$ cat src/rtl/filter_stream_reader.sv
// Filter buffer read side: captures a parallel filter image and streams its
// coefficients over valid/ready, replaying the filter for a programmable number of passes.
module filter_stream_reader #(
  parameter int DATA_W = 8,
  parameter int DEPTH  = 16
) (
  input  logic                    clk,
  input  logic                    rstn,
  input  logic [DATA_W*DEPTH-1:0] filterIn,
  input  logic                    load,
  input  logic [4:0]              filterLen,
  input  logic [7:0]              repeatCnt,
  input  logic                    start,
  output logic                    busy,
  output logic                    outValid,
  input  logic                    outReady,
  output logic [DATA_W-1:0]       dataOut,
  output logic [3:0]              outIdx,
  output logic                    outLast,
  output logic                    done
);

  // state  | meaning
  // IDLE   | waiting for start; store may be loaded
  // STREAM | presenting store[idx], advancing on each transfer
  // DONE   | single-cycle done pulse, then back to IDLE
  typedef enum logic [1:0] {S_IDLE, S_STREAM, S_DONE} state_t;

  state_t            state, state_nxt;
  logic [DATA_W-1:0] store [DEPTH];
  logic [DATA_W-1:0] img_coef [DEPTH];
  logic [3:0]        idx, idx_nxt;
  logic [7:0]        pass, pass_nxt;
  logic [4:0]        len, len_nxt;
  logic [7:0]        passes, passes_nxt;
  logic              load_ok, xfer, last_now, stream_nxt;

  assign load_ok  = load && !busy;
  assign xfer     = outValid && outReady;
  assign last_now = ({1'b0, idx} == len - 5'd1);

  // Newly loaded data is visible to a run started at the same edge.
  always_comb begin
    for (int i = 0; i < DEPTH; i++) begin
      img_coef[i] = load_ok ? filterIn[DATA_W*(DEPTH-1-i) +: DATA_W] : store[i];
    end
  end

  always_comb begin
    state_nxt  = state;
    idx_nxt    = idx;
    pass_nxt   = pass;
    len_nxt    = len;
    passes_nxt = passes;
    unique case (state)
      S_IDLE: begin
        if (start && filterLen != 5'd0) begin
          state_nxt  = S_STREAM;
          len_nxt    = (filterLen > 5'(DEPTH)) ? 5'(DEPTH) : filterLen;
          passes_nxt = (repeatCnt == 8'd0) ? 8'd1 : repeatCnt;
          idx_nxt    = '0;
          pass_nxt   = '0;
        end
      end
      S_STREAM: begin
        if (xfer) begin
          if (last_now) begin
            idx_nxt = '0;
            if (pass == passes - 8'd1) state_nxt = S_DONE;
            else                       pass_nxt  = pass + 8'd1;
          end else begin
            idx_nxt = idx + 4'd1;
          end
        end
      end
      S_DONE:  state_nxt = S_IDLE;
      default: state_nxt = S_IDLE;
    endcase
  end

  assign stream_nxt = (state_nxt == S_STREAM);

  always_ff @(posedge clk or negedge rstn) begin
    if (!rstn) begin
      state    <= S_IDLE;
      idx      <= '0;
      pass     <= '0;
      len      <= '0;
      passes   <= '0;
      for (int i = 0; i < DEPTH; i++) store[i] <= '0;
      busy     <= 1'b0;
      outValid <= 1'b0;
      dataOut  <= '0;
      outIdx   <= '0;
      outLast  <= 1'b0;
      done     <= 1'b0;
    end else begin
      state  <= state_nxt;
      idx    <= idx_nxt;
      pass   <= pass_nxt;
      len    <= len_nxt;
      passes <= passes_nxt;
      if (load_ok) begin
        for (int i = 0; i < DEPTH; i++) store[i] <= img_coef[i];
      end
      // Outputs are registered from next-state values so nothing is combinational from inputs.
      busy     <= (state_nxt != S_IDLE);
      outValid <= stream_nxt;
      dataOut  <= stream_nxt ? img_coef[idx_nxt] : '0;
      outIdx   <= stream_nxt ? idx_nxt : '0;
      outLast  <= stream_nxt && ({1'b0, idx_nxt} == len_nxt - 5'd1);
      done     <= (state_nxt == S_DONE);
    end
  end

endmodule

$ cat config.mk
export PLATFORM = sky130hd
export DESIGN_NAME = filter_stream_reader
export DESIGN_NICKNAME = d
export VERILOG_FILES = /design/src/rtl/filter_stream_reader.sv
export SDC_FILE = /design/constraint.sdc
export NUM_CORES = 1
export LEC_CHECK = 0
export ABC_CLOCK_PERIOD_IN_PS = 4000
export CORE_MARGIN = 2
export CORE_UTILIZATION = 45
export DETAILED_ROUTE_END_ITERATION = 10
export HOLD_SLACK_MARGIN = 0.03
export PLACE_DENSITY = 0.7
export SLEW_MARGIN = 20
export SYNTH_ARGS = -nofsm -noshare
export SYNTH_HDL_FRONTEND = slang
export SYNTH_SLANG_ARGS = --single-unit
$ cat constraint.sdc
create_clock -name clk -period 4 [get_ports clk]
set_clock_uncertainty 0.2 [all_clocks]
set_input_delay 0.8 -clock clk [delete_from_list [all_inputs] [get_ports clk]]
set_output_delay 0.8 -clock clk [all_outputs]
set_load 0.05 [all_outputs]
* Yosys cells after proc, flatten, opt, wreduce, memory -nomap -nowiden *
Cells that the tools add are included.

storage, ports and cells
  flip-flop bits (word level) = 171
  input port bits = 146
  output and inout bits = 16

cells by class
  add/sub/neg operators = 5
  order comparisons = 2
  eq/ne operators = 10
  muxes and demuxes = 39
  bitwise operators = 1
  reductions and logical operators = 12

operator list
  cell                   count
  $mux W8                24
  $bmux W8 S4            1
  $mux W4                4
  $pmux W8 S2            1
  $mux W5                3
  $eq A4 B5 Y1           2
  $sub A5 B1 Y5 const B  2
  $add A8 B1 Y8 const B  1
  $eq A8 B8 Y1           1
  $logic_not A8 Y1       1
  $mux W2                4
  $ne A2 B2 Y1 const B   4
  $pmux W4 S2            1
  $sub A8 B1 Y8 const B  1
  $ge A5 B5 Y1 const B   1
  $gt A5 B5 Y1 const B   1
  $not A4 Y5             1
  $reduce_and A5 Y1      1
  $reduce_bool A5 Y1     1
  $add A4 B1 Y4 const B  1
  $eq A2 B1 Y1 const B   2
  $logic_and A1 B1 Y1    4
  $pmux W2 S2            1
  $reduce_bool A2 Y1     2
  other kinds (4)        4

* Depth between registers and ports, before layout *
  depth after elaboration = 10
  depth in mapped cells = 12
  depth with buffers taken out = 10

* Worst setup path after synthesis *
Ideal clock, no wire load.

  path type = input to register
  start = input port filterLen[4]
  end = register outLast
  arrival = 2.852 ns
  slack = 0.881 ns
  cell stages on the path = 10
  path buffers = 3
  cells stage by stage = nor3_1 a21bo_2 clkbuf_1 clkbuf_1 buf_1 nand2_1 o21a_1 ha_1 o31ai_1 o2111a_1

between the ends
  word-level cells in the longest chain between the ends = 7

ends and longest elaborated chain
  element                                                    RTL line  source
  start: declaration                                         11        input logic [4:0] filterLen,
  $gt A5 B5 Y1 / $reduce_bool A5 Y1 (equally long branches)  59, 57
  $mux W5 / $logic_and A1 B1 Y1 (equally long branches)      59, 57
  $mux W5                                                    57        if (start && filterLen != 5'd0) begin
  $mux W5                                                    55        unique case (state)
  $sub A5 B1 Y5                                              111       outLast <= stream_nxt && ({1'b0, idx_nxt} == len_nxt - 5'd1);
  $eq A4 B5 Y1                                               111
  $logic_and A1 B1 Y1 *                                      111
  end signal: assignment                                     111
  end: declaration                                           19        output logic outLast,

Mark *: on every way between the ends. The rest lies on a longest branch, timed or not.
A chain may end at the register's enable or synchronous reset.

* Worst setup path after layout *
  start = input port outReady
  end = register dataOut[6]

between the ends
  word-level cells in the longest chain between the ends = 8

ends and longest elaborated chain
  element                                      RTL line  source
  start: declaration                           16        input logic outReady,
  $logic_and A1 B1 Y1 *                        39        assign xfer = outValid && outReady;
  $mux W4                                      66        if (xfer) begin
  $pmux W4 S2                                  55
  $not A4 Y5 (implied by the code)             109       dataOut <= stream_nxt ? img_coef[idx_nxt] : '0;
  $bmux W8 S4                                  109
  $mux W8 (implied by the code) (2 in series)  109
  $mux W8 *                                    109
  end signal: assignment                       109
  end: declaration                             17        output logic [DATA_W-1:0] dataOut,

Mark *: on every way between the ends. The rest lies on a longest branch, timed or not. The select of a mux whose other input is x is not followed.

==> out/summary.txt <==
fin util: 58.92%
CP endpoint: dataOut[6]$_DFF_PN0_
maxcap violations: 0
internal reg-to-reg setup slack: 680 ps
Core Box Area: 19400 sq um
first-pass GRT wire length: 36280 microns
Die X: 144.4 microns
CTS resizes: 0
syn_nets: 905
fraction of registers with async set/reset: 100.0%
gr usage total: 22.76%
fin crit share: 86.28%
clk root buf: clkbuf_16
gr ovfl total: 0
Layout area overhead: 28.84%
reg2reg end: dataOut[6]$_DFF_PN0_
vias per inst: 5.575
I/O pins: 162
Post-CTS Setup Bufs: 0
diode count: 0
placed cell areas: 10850 sq um
slowest stage delay, CP: 540 ps
Clk network pwr share: 29.6%
sequential area share after synthesis: 48.24%
htree depth: 4
relative slew slack: 49.98%
HP Class: in -> async
sequential share of power: 36.6%
Multi-input gate area: 4235 sq um
final net count: 1062
final instance area: 11430 sq um
Routed Antenna Nets: 0
Die Y: 144.4 microns
Final Instance Count excl. Fillers: 1189
Critical Path RT: 4120 ps
Mapped Area: 8871 sq um
Sw Share: 35.39%
FF-to-FF Start: len[0]$_DFF_PN0_
Post-CTS Hold Fix Bufs: 0
Worst-path clk slew: 70 ps
CP cell instances: clkdlybuf4s50_1 -> nand2_2 -> or3_4 -> a211o_1 -> buf_4 -> a22oi_4 -> inv_1 -> nand3_1 -> o22a_1 -> nand4_1
EDFF count, synth: 0
Iteration-0 DRC Markers: 567
worst setup path startpoint: outReady
Post-Synthesis Cells: 754
largest net degree at the start of global routing: 75
number of global-route vias before repair: 6630
Startpoint Class: primary input
DP Wirelength: 16990 microns
fmax: 289.8 MHz
worst-path maximum fanout: 28
Logic pwr share: 33.8%
R2R depth: 11
WP buf/inv: 3
Routed Wire Length: 23110 microns
fill count: 1642
RSZ-0062 raised after global routing: no
Worst path depth: 10
initial antenna violation count: 0
final hold slack: 182.3 ps
CTS buffer count: 17
DP Cell Count: 1157
vias post-DR: 6629
Sw Pwr: 1.938 mW
outcome: completed
Synth warnings: 0
Power Internal: 3.538 mW
Post-Route Setup TNS: 0 ps
layout cells sized above 1: 23.38%
CP arrival: 3570 ps
Buffers on Ports: 161
Setup crit end kind: register
fin. max-slew vios: 0
Final Hold Vio Count: 0
Slowest-stage cell, CP: clkdlybuf4s50_1
WL/cell: 19.44 microns
leakage power: 4.910 nW
routability cong.: 0.8768
FF+latch area: 4279 sq um
flops & latches, synth: 171
minimum clock period after layout: 3451 ps
CTS Buffer Depth: 2
number of remaining DRC errors: 0
worst skew pair latency: 430 ps
final setup vio count: 0
Starting Density: 45.73%
Primary FF master, synth: dfrtp_1
Worst-Margin Slew: 749.5 ps
Top delay family on crit path: buffers and inverters
Yosys cell types: 70
die area: 20850 sq um
First-pass DRT Iterations: 7
Cell Pwr Density: 479.1 nW/um^2
Mean Syn Cell Area: 11.77 sq um
IR drop worst, VDD: 0.0004714 V
Worst Setup Path Type: in -> reg
Rows: 51
clock sinks: 171
CTS tree: built
-- power groups by stage --
stage	logic [mW]	clock network [mW]	registers (mW)
floorplan	1.09	0	2.18
global placement	1.83	0	2.03
detailed placement	1.85	0	2.03
CTS	1.85	1.65	2.00
global route	2.00	1.72	2.02
finish	1.85	1.62	2.01
-- cell families (layout without fill, tap and decap cells) --
kind of cell | Yosys count | after routing | share of synthesized area [%]
flip-flops | 171 | 171 | 48.24
multiplexers | 163 | 163 | 20.08
AO/OA/AOI/OAI | 157 | 157 | 14.80
AND/OR/NAND/NOR | 155 | 155 | 9.958
buffers and inverters | 82 | 252 | 4.147
XOR/XNOR | 21 | 21 | 2.073
adder cells (fa/ha/maj) | 5 | 5 | 0.7052
-- cell type report --
cell class | instances | share of cell area (%)
Clock inverter | 15 | 1.346
Tap cell | 265 | 2.901
Multi-Input combinational cell | 501 | 37.06
Timing Repair Buffer | 193 | 16.65
Sequential cell | 171 | 37.44
Inverter | 27 | 0.8867
Clock buffer | 17 | 3.722
-- sequential cells by signal (all words and copies together), names as in the netlist, 2 cells and up --
register,flops
dataOut,8
idx,4
len,5
outIdx,4
pass,8
passes,8
state,2
store,128
-- routing by layer --
| layer | routed length [microns] | share of wire (%) | up-vias | global-route usage [%] |
|---|---|---|---|---|
| met2 | 10740 | 46 | 209 | 35.55 |
| met5 | 0 | 0 | - | 0 |
| met1 | 10660 | 46 | 3237 | 32.68 |
| met3 | 1275 | 5.5 | 32 | 3.775 |
| li1 | - | - | 3151 | - |
| met4 | 439 | 1.9 | 0 | 6.898 |
-- worst reg2reg max path, cell delays in order, from the launching register on --
cell     delay [ps]
dfrtp_1         420
inv_1            70
ha_1            310
xnor2_1         130
or3_4           390
a211o_1         360
buf_4           260
a22oi_4         190
inv_1           230
nand3_1         360
o22a_1          210
nand4_1          80
-- cells in the mapped netlist, types with 10 or more instances --
cell / instances / area, sq um
o31ai_1: 10 / 75.07
clkbuf_1: 24 / 90.09
dfrtp_1: 171 / 4279
a21oi_1: 14 / 70.07
nor2_1: 19 / 71.32
nand2_1: 31 / 116.4
nor4_1: 12 / 75.07
nand3_1: 12 / 60.06
mux2i_1: 43 / 430.4
nand4_1: 11 / 68.82
inv_1: 26 / 97.59
nor3_1: 21 / 105.1
xnor2_1: 16 / 140.1
a211oi_1: 26 / 195.2
mux2_2: 120 / 1351
or4_1: 10 / 75.07
o22a_1: 16 / 140.1
a211o_1: 19 / 166.4
o211ai_1: 16 / 120.1
buf_2: 15 / 75.07
-- worst min path at each step --
stage / slack (ps) / from / to
after floorplan: 260 / store[32]$_DFFE_PN0P_ / store[32]$_DFFE_PN0P_
after global placement: 280 / store[93]$_DFFE_PN0P_ / store[93]$_DFFE_PN0P_
after detailed placement: 280 / store[72]$_DFFE_PN0P_ / store[72]$_DFFE_PN0P_
after CTS: 210 / rstn / store[75]$_DFFE_PN0P_
after global routing: 240 / rstn / store[75]$_DFFE_PN0P_
final: 180 / rstn / store[30]$_DFFE_PN0P_
-- placed cells by master, fill, tap and decap left out, types with 3 or more instances in the layout --
cell type	synthesis	final
dfrtp_1	171	171
clkdlybuf4s50_1	0	160
mux2_2	120	120
mux2i_1	43	43
nand2_1	31	31
buf_4	7	28
inv_1	26	26
a211oi_1	26	26
nor3_1	21	21
nor2_1	19	19
a211o_1	19	19
clkbuf_16	0	17
xnor2_1	16	16
o22a_1	16	16
o211ai_1	16	16
a21oi_1	14	14
nand3_1	12	12
nor4_1	12	12
nand4_1	11	11
or4_1	10	10
o31ai_1	10	10
a21bo_2	9	9
a311o_1	9	9
o21ai_0	9	9
and4_1	8	8
xor2_1	5	5
ha_1	5	5
inv_6	0	5
and3_1	4	4
buf_12	0	4
nand2b_1	3	3
nor3b_1	3	3
a31oi_1	3	3
nand3_2	3	3
a2111oi_2	3	3
inv_8	0	3
clkinv_8	0	3
clkinvlp_4	0	3
-- per-stage QoR --
| stage | power (mW) | setup slack [ps] |
|---|---|---|
| after floorplan | 3.269 | 881.2 |
| after global placement | 3.863 | 168.2 |
| after detailed placement | 3.881 | 107.1 |
| after CTS | 5.502 | 559.8 |
| after global routing | 5.740 | 367.6 |
| final | 5.476 | 549.0 |
Power figures use the tool's default switching activity.
